$ cat src/rtl/hs_stream_gen.sv
// hs_stream_gen: burst stream generator with a valid/ready source port.
// A transfer of num_bursts bursts of BURST_LEN beats is launched by start;
// payload follows a pattern picked by mode (increment, stride, LFSR, hold).
// Optional feature macro: HS_STREAM_GEN_LFSR_EN enables the Galois LFSR
// pattern for mode 2'b10; without it mode 2'b10 behaves as mode 2'b00.
module hs_stream_gen #(
  parameter int               WIDTH     = 8,
  parameter int               BURST_LEN = 4,
  parameter int               CNT_W     = 16,
  parameter logic [WIDTH-1:0] POLY      = WIDTH'(8'hB8)
) (
  input  logic             clk,
  input  logic             rst_n,
  input  logic             start,
  input  logic             en,
  input  logic             abort,
  input  logic [CNT_W-1:0] num_bursts,
  input  logic [1:0]       mode,
  input  logic [WIDTH-1:0] stride,
  input  logic [WIDTH-1:0] seed,
  input  logic             m_ready,
  output logic             m_valid,
  output logic [WIDTH-1:0] m_data,
  output logic             m_last,
  output logic             busy,
  output logic             done
);

  localparam int BW = (BURST_LEN > 1) ? $clog2(BURST_LEN) : 1;
  localparam logic [BW-1:0] BEAT_MAX = BW'(BURST_LEN - 1);

  typedef enum logic [1:0] {IDLE, RUN, DONE} state_t;

  state_t           state;
  logic [BW-1:0]    beat_cnt;
  logic [CNT_W-1:0] burst_cnt;
  logic [CNT_W-1:0] cfg_num;
  logic [1:0]       cfg_mode;
  logic [WIDTH-1:0] cfg_stride;
  logic             abort_pend;
  logic             beat_wrap;
  logic             xfer_end;

`ifndef HS_STREAM_GEN_LFSR_EN
  // POLY only feeds the LFSR; keep it referenced in the plain build.
  logic unused_poly;
  assign unused_poly = ^POLY;
`endif

  // First payload value of a transfer; an all-zero LFSR state would lock up.
  function automatic logic [WIDTH-1:0] load_value(input logic [1:0] md,
                                                  input logic [WIDTH-1:0] sd);
`ifdef HS_STREAM_GEN_LFSR_EN
    if (md == 2'b10 && sd == '0) return WIDTH'(1);
    return sd;
`else
    if (md == 2'b11) return sd;
    return sd;
`endif
  endfunction

  // Payload following cur for the configured pattern, modulo 2^WIDTH.
  function automatic logic [WIDTH-1:0] next_data(input logic [1:0] md,
                                                 input logic [WIDTH-1:0] cur,
                                                 input logic [WIDTH-1:0] stp);
    case (md)
      2'b00:   return cur + WIDTH'(1);
      2'b01:   return cur + stp;
`ifdef HS_STREAM_GEN_LFSR_EN
      2'b10:   return cur[0] ? ((cur >> 1) ^ POLY) : (cur >> 1);
`else
      2'b10:   return cur + WIDTH'(1);
`endif
      default: return cur;
    endcase
  endfunction

  assign beat_wrap = (beat_cnt == BEAT_MAX);
  assign xfer_end  = beat_wrap && (burst_cnt == cfg_num - CNT_W'(1));

  assign m_last = m_valid && beat_wrap;
  assign busy   = (state != IDLE);
  assign done   = (state == DONE);

  // Transfer sequencing, beat/burst counting and the registered source port.
  always_ff @(posedge clk or negedge rst_n) begin
    if (!rst_n) begin
      state      <= IDLE;
      m_valid    <= 1'b0;
      m_data     <= '0;
      beat_cnt   <= '0;
      burst_cnt  <= '0;
      cfg_num    <= '0;
      cfg_mode   <= 2'b00;
      cfg_stride <= '0;
      abort_pend <= 1'b0;
    end else begin
      case (state)
        IDLE: begin
          if (start) begin
            if (num_bursts != '0) begin
              cfg_num    <= num_bursts;
              cfg_mode   <= mode;
              cfg_stride <= stride;
              m_data     <= load_value(mode, seed);
              beat_cnt   <= '0;
              burst_cnt  <= '0;
              abort_pend <= 1'b0;
              m_valid    <= en;
              state      <= RUN;
            end else begin
              state <= DONE;
            end
          end
        end
        RUN: begin
          if (m_valid) begin
            if (m_ready) begin
              // An abort seen with or before this handshake ends the transfer here.
              if (xfer_end || abort_pend || abort) begin
                m_valid    <= 1'b0;
                abort_pend <= 1'b0;
                state      <= DONE;
              end else begin
                m_data  <= next_data(cfg_mode, m_data, cfg_stride);
                m_valid <= en;
                if (beat_wrap) begin
                  beat_cnt  <= '0;
                  burst_cnt <= burst_cnt + CNT_W'(1);
                end else begin
                  beat_cnt <= beat_cnt + BW'(1);
                end
              end
            end else if (abort) begin
              abort_pend <= 1'b1;
            end
          end else if (abort) begin
            state <= DONE;
          end else if (en) begin
            m_valid <= 1'b1;
          end
        end
        DONE: begin
          abort_pend <= 1'b0;
          state      <= IDLE;
        end
        default: state <= IDLE;
      endcase
    end
  end

endmodule

$ cat config.mk
export PLATFORM = sky130hd
export DESIGN_NAME = hs_stream_gen
export DESIGN_NICKNAME = d
export VERILOG_FILES = /design/src/rtl/hs_stream_gen.sv
export SDC_FILE = /design/constraint.sdc
export NUM_CORES = 1
export LEC_CHECK = 0
export ABC_CLOCK_PERIOD_IN_PS = 4880
export CAP_MARGIN = 10
export CORE_ASPECT_RATIO = 1.75
export CORE_MARGIN = 1
export CORE_UTILIZATION = 59
export DETAILED_ROUTE_END_ITERATION = 10
export GPL_TIMING_DRIVEN = 0
export PLACE_DENSITY = 0.85
export SYNTH_ARGS = -nofsm -noshare
export SYNTH_HDL_FRONTEND = slang
export SYNTH_SLANG_ARGS = --single-unit
$ cat constraint.sdc
create_clock -name clk -period 4.88 [get_ports clk]
set_clock_uncertainty 0.1 [all_clocks]
set_input_delay 1.22 -clock clk [delete_from_list [all_inputs] [get_ports clk]]
set_output_delay 1.22 -clock clk [all_outputs]
set_load 0.02 [all_outputs]
# ---- Yosys cells after proc, flatten, opt, wreduce, memory -nomap -nowiden
# Index checks and enable logic that the tools add are counted.
dict set report op_classes {
  addsub 5
  n_eq_ne 19
  mux 49
  reduce_logical 18
}
# cell n
set ops {}
lappend ops {{16-bit two-way mux} 6}
lappend ops {{8-bit two-way mux} 7}
lappend ops {{16-bit one-hot mux with 2 select lines} 1}
lappend ops {{8-bit one-hot mux with 2 select lines} 2}
lappend ops {{2-bit two-way mux} 12}
lappend ops {{1-bit two-way mux} 17}
lappend ops {{16-bit by 1-bit adder with 16-bit output (second input constant)} 1}
lappend ops {{16-bit equality test} 1}
lappend ops {{16-bit nonzero test} 1}
lappend ops {{16-bit by 1-bit subtractor with 16-bit output (second input constant)} 1}
lappend ops {{3-bit inequality test (second input constant)} 5}
lappend ops {{7-bit AND reduction} 2}
lappend ops {{2-bit inequality test (second input constant)} 6}
lappend ops {{6-bit AND reduction} 2}
lappend ops {{8-bit by 1-bit adder with 8-bit output (second input constant)} 1}
lappend ops {{8-bit adder} 1}
lappend ops {{2-bit equality test (second input constant)} 4}
lappend ops {{2-bit one-hot mux with 2 select lines} 2}
lappend ops {{3-bit AND reduction} 2}
lappend ops {{2-bit by 1-bit equality test with 1-bit output (second input constant)} 2}
lappend ops {{2-bit logical NOT} 2}
lappend ops {{4-bit AND reduction} 1}
lappend ops {{2-bit nonzero test} 2}
lappend ops {{3-bit by 2-bit inequality test with 1-bit output (second input constant)} 1}
lappend ops {{7 further kinds} 9}
dict set report word_totals {
  regBits 56
  inputBits 40
  out_inout_bits 12
  elab_cells 100
}

# ---- Logic depth before layout (Yosys ltp)
dict set report depth {
  word_depth 9
  ltp_mapped 13
  ltp_nobuf 12
}

# ---- Least setup slack after synthesis
# No wires, ideal clock.
dict set report synth_timing {
  path_type {input to register}
  from {in num_bursts[14]}
  to {reg burst_cnt[9]}
  arrival_time_ns 2.822
  required_ns 4.703
  slack_ns 1.881
  path_stages 8
  cell_sequence {nor4_1 -> nand4_1 -> a31oi_1 -> or2_2 -> nor2_2 -> a21oi_4 -> or4_1 -> a21oi_2}
}
dict set report synth_between {
  elab_chain_cells 3
}
# item line_no
set synth_lines {}
lappend synth_lines {{start, declared} 17} ;# input logic [CNT_W-1:0] num_bursts,
lappend synth_lines {{16-bit nonzero test} 101} ;# if (num_bursts != '0) begin
lappend synth_lines {{2-bit inequality test (no source line)} -}
lappend synth_lines {{7-bit AND reduction (no source line)} -}
lappend synth_lines {{end signal, assigned} 129} ;# burst_cnt <= burst_cnt + CNT_W'(1);
lappend synth_lines {{end, declared} 36} ;# logic [CNT_W-1:0] burst_cnt;
# No other way between the ends.
# A chain may end at the register's enable or synchronous reset.

# ---- Final worst setup path
dict set report layout_timing {
  from {in num_bursts[1]}
  to {reg burst_cnt[9]}
}
# Same word-level chain as after synthesis.

==> results.py <==
metrics = {
    "cells_and_area": {
        "fin_cells": 563,
        "utilization": 0.7352,
        "fill_cells": 512,
        "regArea_sq_um": 1401,
        "multi_input_area_sq_um": 2091,
        "antenna_cells": 0,
        "area_delta_synth_final_pct": 19.57,
        "drive_gt1_frac": 0.08247,
        "fin_area_sq_um": 4357,
        "fin_nets": 535,
    },
    "sta": {
        "rsz0062_at_grt": "false",
        "timing.final.crit_share": 0.7392,
        "hold_violations": 0,
        "finalSetupTns_ns": 0,
        "fin_crit_ns": 3.607,
        "max_slew.worst_pin.slew_ns": 0.7292,
        "slew-limit-headroom": 0.5121,
        "slew_viol_final": 0,
        "setup_viol": 0,
        "max_freq_ghz": 0.2772,
    },
    "clock_network": {
        "cts-resized-gates": 0,
        "clk_latency_ns": 0.32,
        "cts_root_buf": "clkbuf_8",
        "hold_buffers": 0,
        "cts_buffers": 5,
        "cts.clk_slew.worst_paths_ns": 0.10,
        "clk_path_buf_depth": 2,
        "htreeDepth": 2,
        "clock_sinks": 56,
        "cts_tree": "built",
        "cts_setup_buffers": 0,
    },
    "die": {
        "std_cell_rows": 37,
        "ioPinCount": 52,
        "dieWidth_um": 61.41,
        "coreArea_sq_um": 5926,
        "die-height_um": 106.0,
        "start_util": 0.6149,
        "die_area_sq_um": 6506,
    },
    "setup_path": {
        "worst_ep_arrival_time_ns": 3.76,
        "critPathSlowestCell": "or4_1",
        "cpPeakStageDelay_ns": 0.55,
        "cp-end-kind": "flip-flop",
        "crit_path_start_kind": "input pin",
        "crit_family": "simple AND/OR/NAND/NOR gates",
        "crit_chain": "clkdlybuf4s50_1, nor4_1, nand4_1, a31oi_1, or2_2, nor2_2, a21oi_4, or4_1, a21oi_2",
        "path_buf_inv": 1,
        "path_max_fanout": 9,
        "required_ns": 5.03,
        "critPathKind": "input pin to flip-flop",
    },
    "placed_design": {
        "hpwl_mm": 6.979,
        "globalplace.congestion": 0.8535,
        "dpl.cell_count": 555,
        "placed_cell_area_sq_um": 4267,
        "port_buffers": 51,
    },
    "worst_hold_path": {
        "hold_path.class": "flip-flop to flip-flop",
    },
    "synthesis": {
        "yosys.area_share.adder": 0.03984,
        "synth_top_area_cell": "dfrtp_1",
        "async_flop_share": 1.000,
        "ys_types": 60,
        "ys.flop_type": "dfrtp_1",
        "syn_avg_cell_area_sq_um": 8.573,
        "synth.cell_area_sq_um": 3643,
        "yosys_warnings": 0,
        "synth_edf_count": 0,
        "yosys-top-cells-count": "nand2_1 (98), dfrtp_1 (56), nor2_1 (21), o21ai_1 (15)",
        "ys_top_cells_by_area": "dfrtp_1 (38%), nand2_1 (10%), ha_1 (3.4%), xnor2_1 (3.4%), a21oi_2 (2.4%)",
        "syn-instance-count": 425,
        "synth_compound_area_frac": 0.1779,
        "ys_seq_elements": 56,
        "synth-simple-area-share": 0.2782,
        "yosysTopAreaCellShare": 0.3846,
        "yosysSeqAreaShare": 0.3846,
        "synthXorXnorAreaFrac": 0.05769,
        "synth_top_family_by_area": "simple AND/OR/NAND/NOR gates",
        "synth_nets": 476,
        "muxShareOfSynthArea": 0.02026,
        "yosysMostFrequentCell": "nand2_1",
    },
    "global_route": {
        "grt_pass1_wl_mm": 15.48,
        "use_met1": 0.3541,
        "grt-busiest-layer": "met2",
        "first_global_vias": 3452,
        "antenna_found_initial": 0,
        "track_usage": 0.3202,
        "met3_usage": 0.05109,
        "use_met2": 0.5606,
        "grt_overflow_total": 0,
        "grt_max_degree": 31,
    },
    "route": {
        "ant_nets": 0,
        "vias": 3364,
        "drt_wl_total_mm": 9.045,
        "drtIter0Drc": 174,
        "first_pass_iters": 6,
        "via_per_inst": 5.975,
        "drc_errors": 0,
        "detail_route.wl_per_cell_um": 16.07,
    },
    "run": {
        "maxCapViolations": 0,
    },
    "pwr": {
        "p_per_area_nw_per_um2": 570.3,
        "vdd_ir_drop_max_v": 0.0004483,
        "total_power_mw": 2.485,
        "p_leak_nw": 1.908,
    },
    "run_status": {
        "status": "finished clean",
    },
}
## worst register-to-register path, delay by kind of cell (launching register included)
kind / cells / cell delay, ns
AO/OA/AOI/OAI: 3 / 0.52
adder cells (fa/ha/maj): 1 / 0.22
buffers and inverters: 3 / 0.47
flip-flops: 1 / 0.46
AND/OR/NAND/NOR: 5 / 1.31
## layout by cell type (no fill, tap or decap), types with 11 or more instances in the layout
master,netlist,layout
nand2_1,98,98
dfrtp_1,56,56
clkdlybuf4s50_1,0,50
nor2_1,21,21
o21ai_1,15,15
xnor2_1,14,14
a21oi_1,14,14
clkbuf_1,11,13
o21ai_0,13,13
inv_1,12,12
and2_1,12,12
nand3_1,11,11
## flip-flops by register name, summed over array words and instances (netlist names)
name and flops:
cfg_mode 2, abort_pend 1, burst_cnt 16, state 2
m_data 8, cfg_stride 8, beat_cnt 2, m_valid 1
cfg_num 16
## final cells by class
type                    count  share of cell area
multi-input cells         339              0.4799
flip-flops and latches     56              0.3217
repair buffers             52              0.1206
plain buffers              18             0.02441
well taps                  78             0.02240
clock buffers               8             0.02068
inverters                  12             0.01034
## routing by layer
metal	part of all wire	wire length, um
met5	0	0
met4	0.041	368
met3	0.034	308
met2	0.55	4980
met1	0.37	3386
## cell families after synthesis
kind of cell,Yosys count
mux,7
fa+ha+maj,11
xor+xnor,24
buf+inv,30
flops,56
compound gates,94
simple gates,203
## per-stage QoR
step,worst slack [ns],hold slack (ns)
after CTS,1.309,0.3879
after global routing,1.191,0.3987
after floorplan,1.881,0.3369
final,1.273,0.3873
after global placement,0.7190,0.3510
after detailed placement,0.9718,0.3612
## worst paths after layout
| check | from | endpoint | slack, ns | cells after the start |
|---|---|---|---|---|
| max in group asynchronous | rst_n | abort_pend | 3.27 | 2 |
| hold / removal | cfg_stride[2] | cfg_stride[2] | 0.39 | 2 |
| setup / recovery | num_bursts[1] | burst_cnt[9] | 1.27 | 9 |
| setup reg to reg | cfg_num[0] | m_data[3] | 1.73 | 12 |
| min in group asynchronous | rst_n | cfg_num[6] | 0.81 | 1 |
| hold reg to reg | cfg_stride[2] | cfg_stride[2] | 0.39 | 2 |
## power breakdown
part | total, mW | switching (mW) | internal (mW)
combinational | 1.42 | 0.833 | 0.587
clock | 0.268 | 0.152 | 0.116
sequential | 0.796 | 0.172 | 0.624
(Power assumes the default switching activity.)
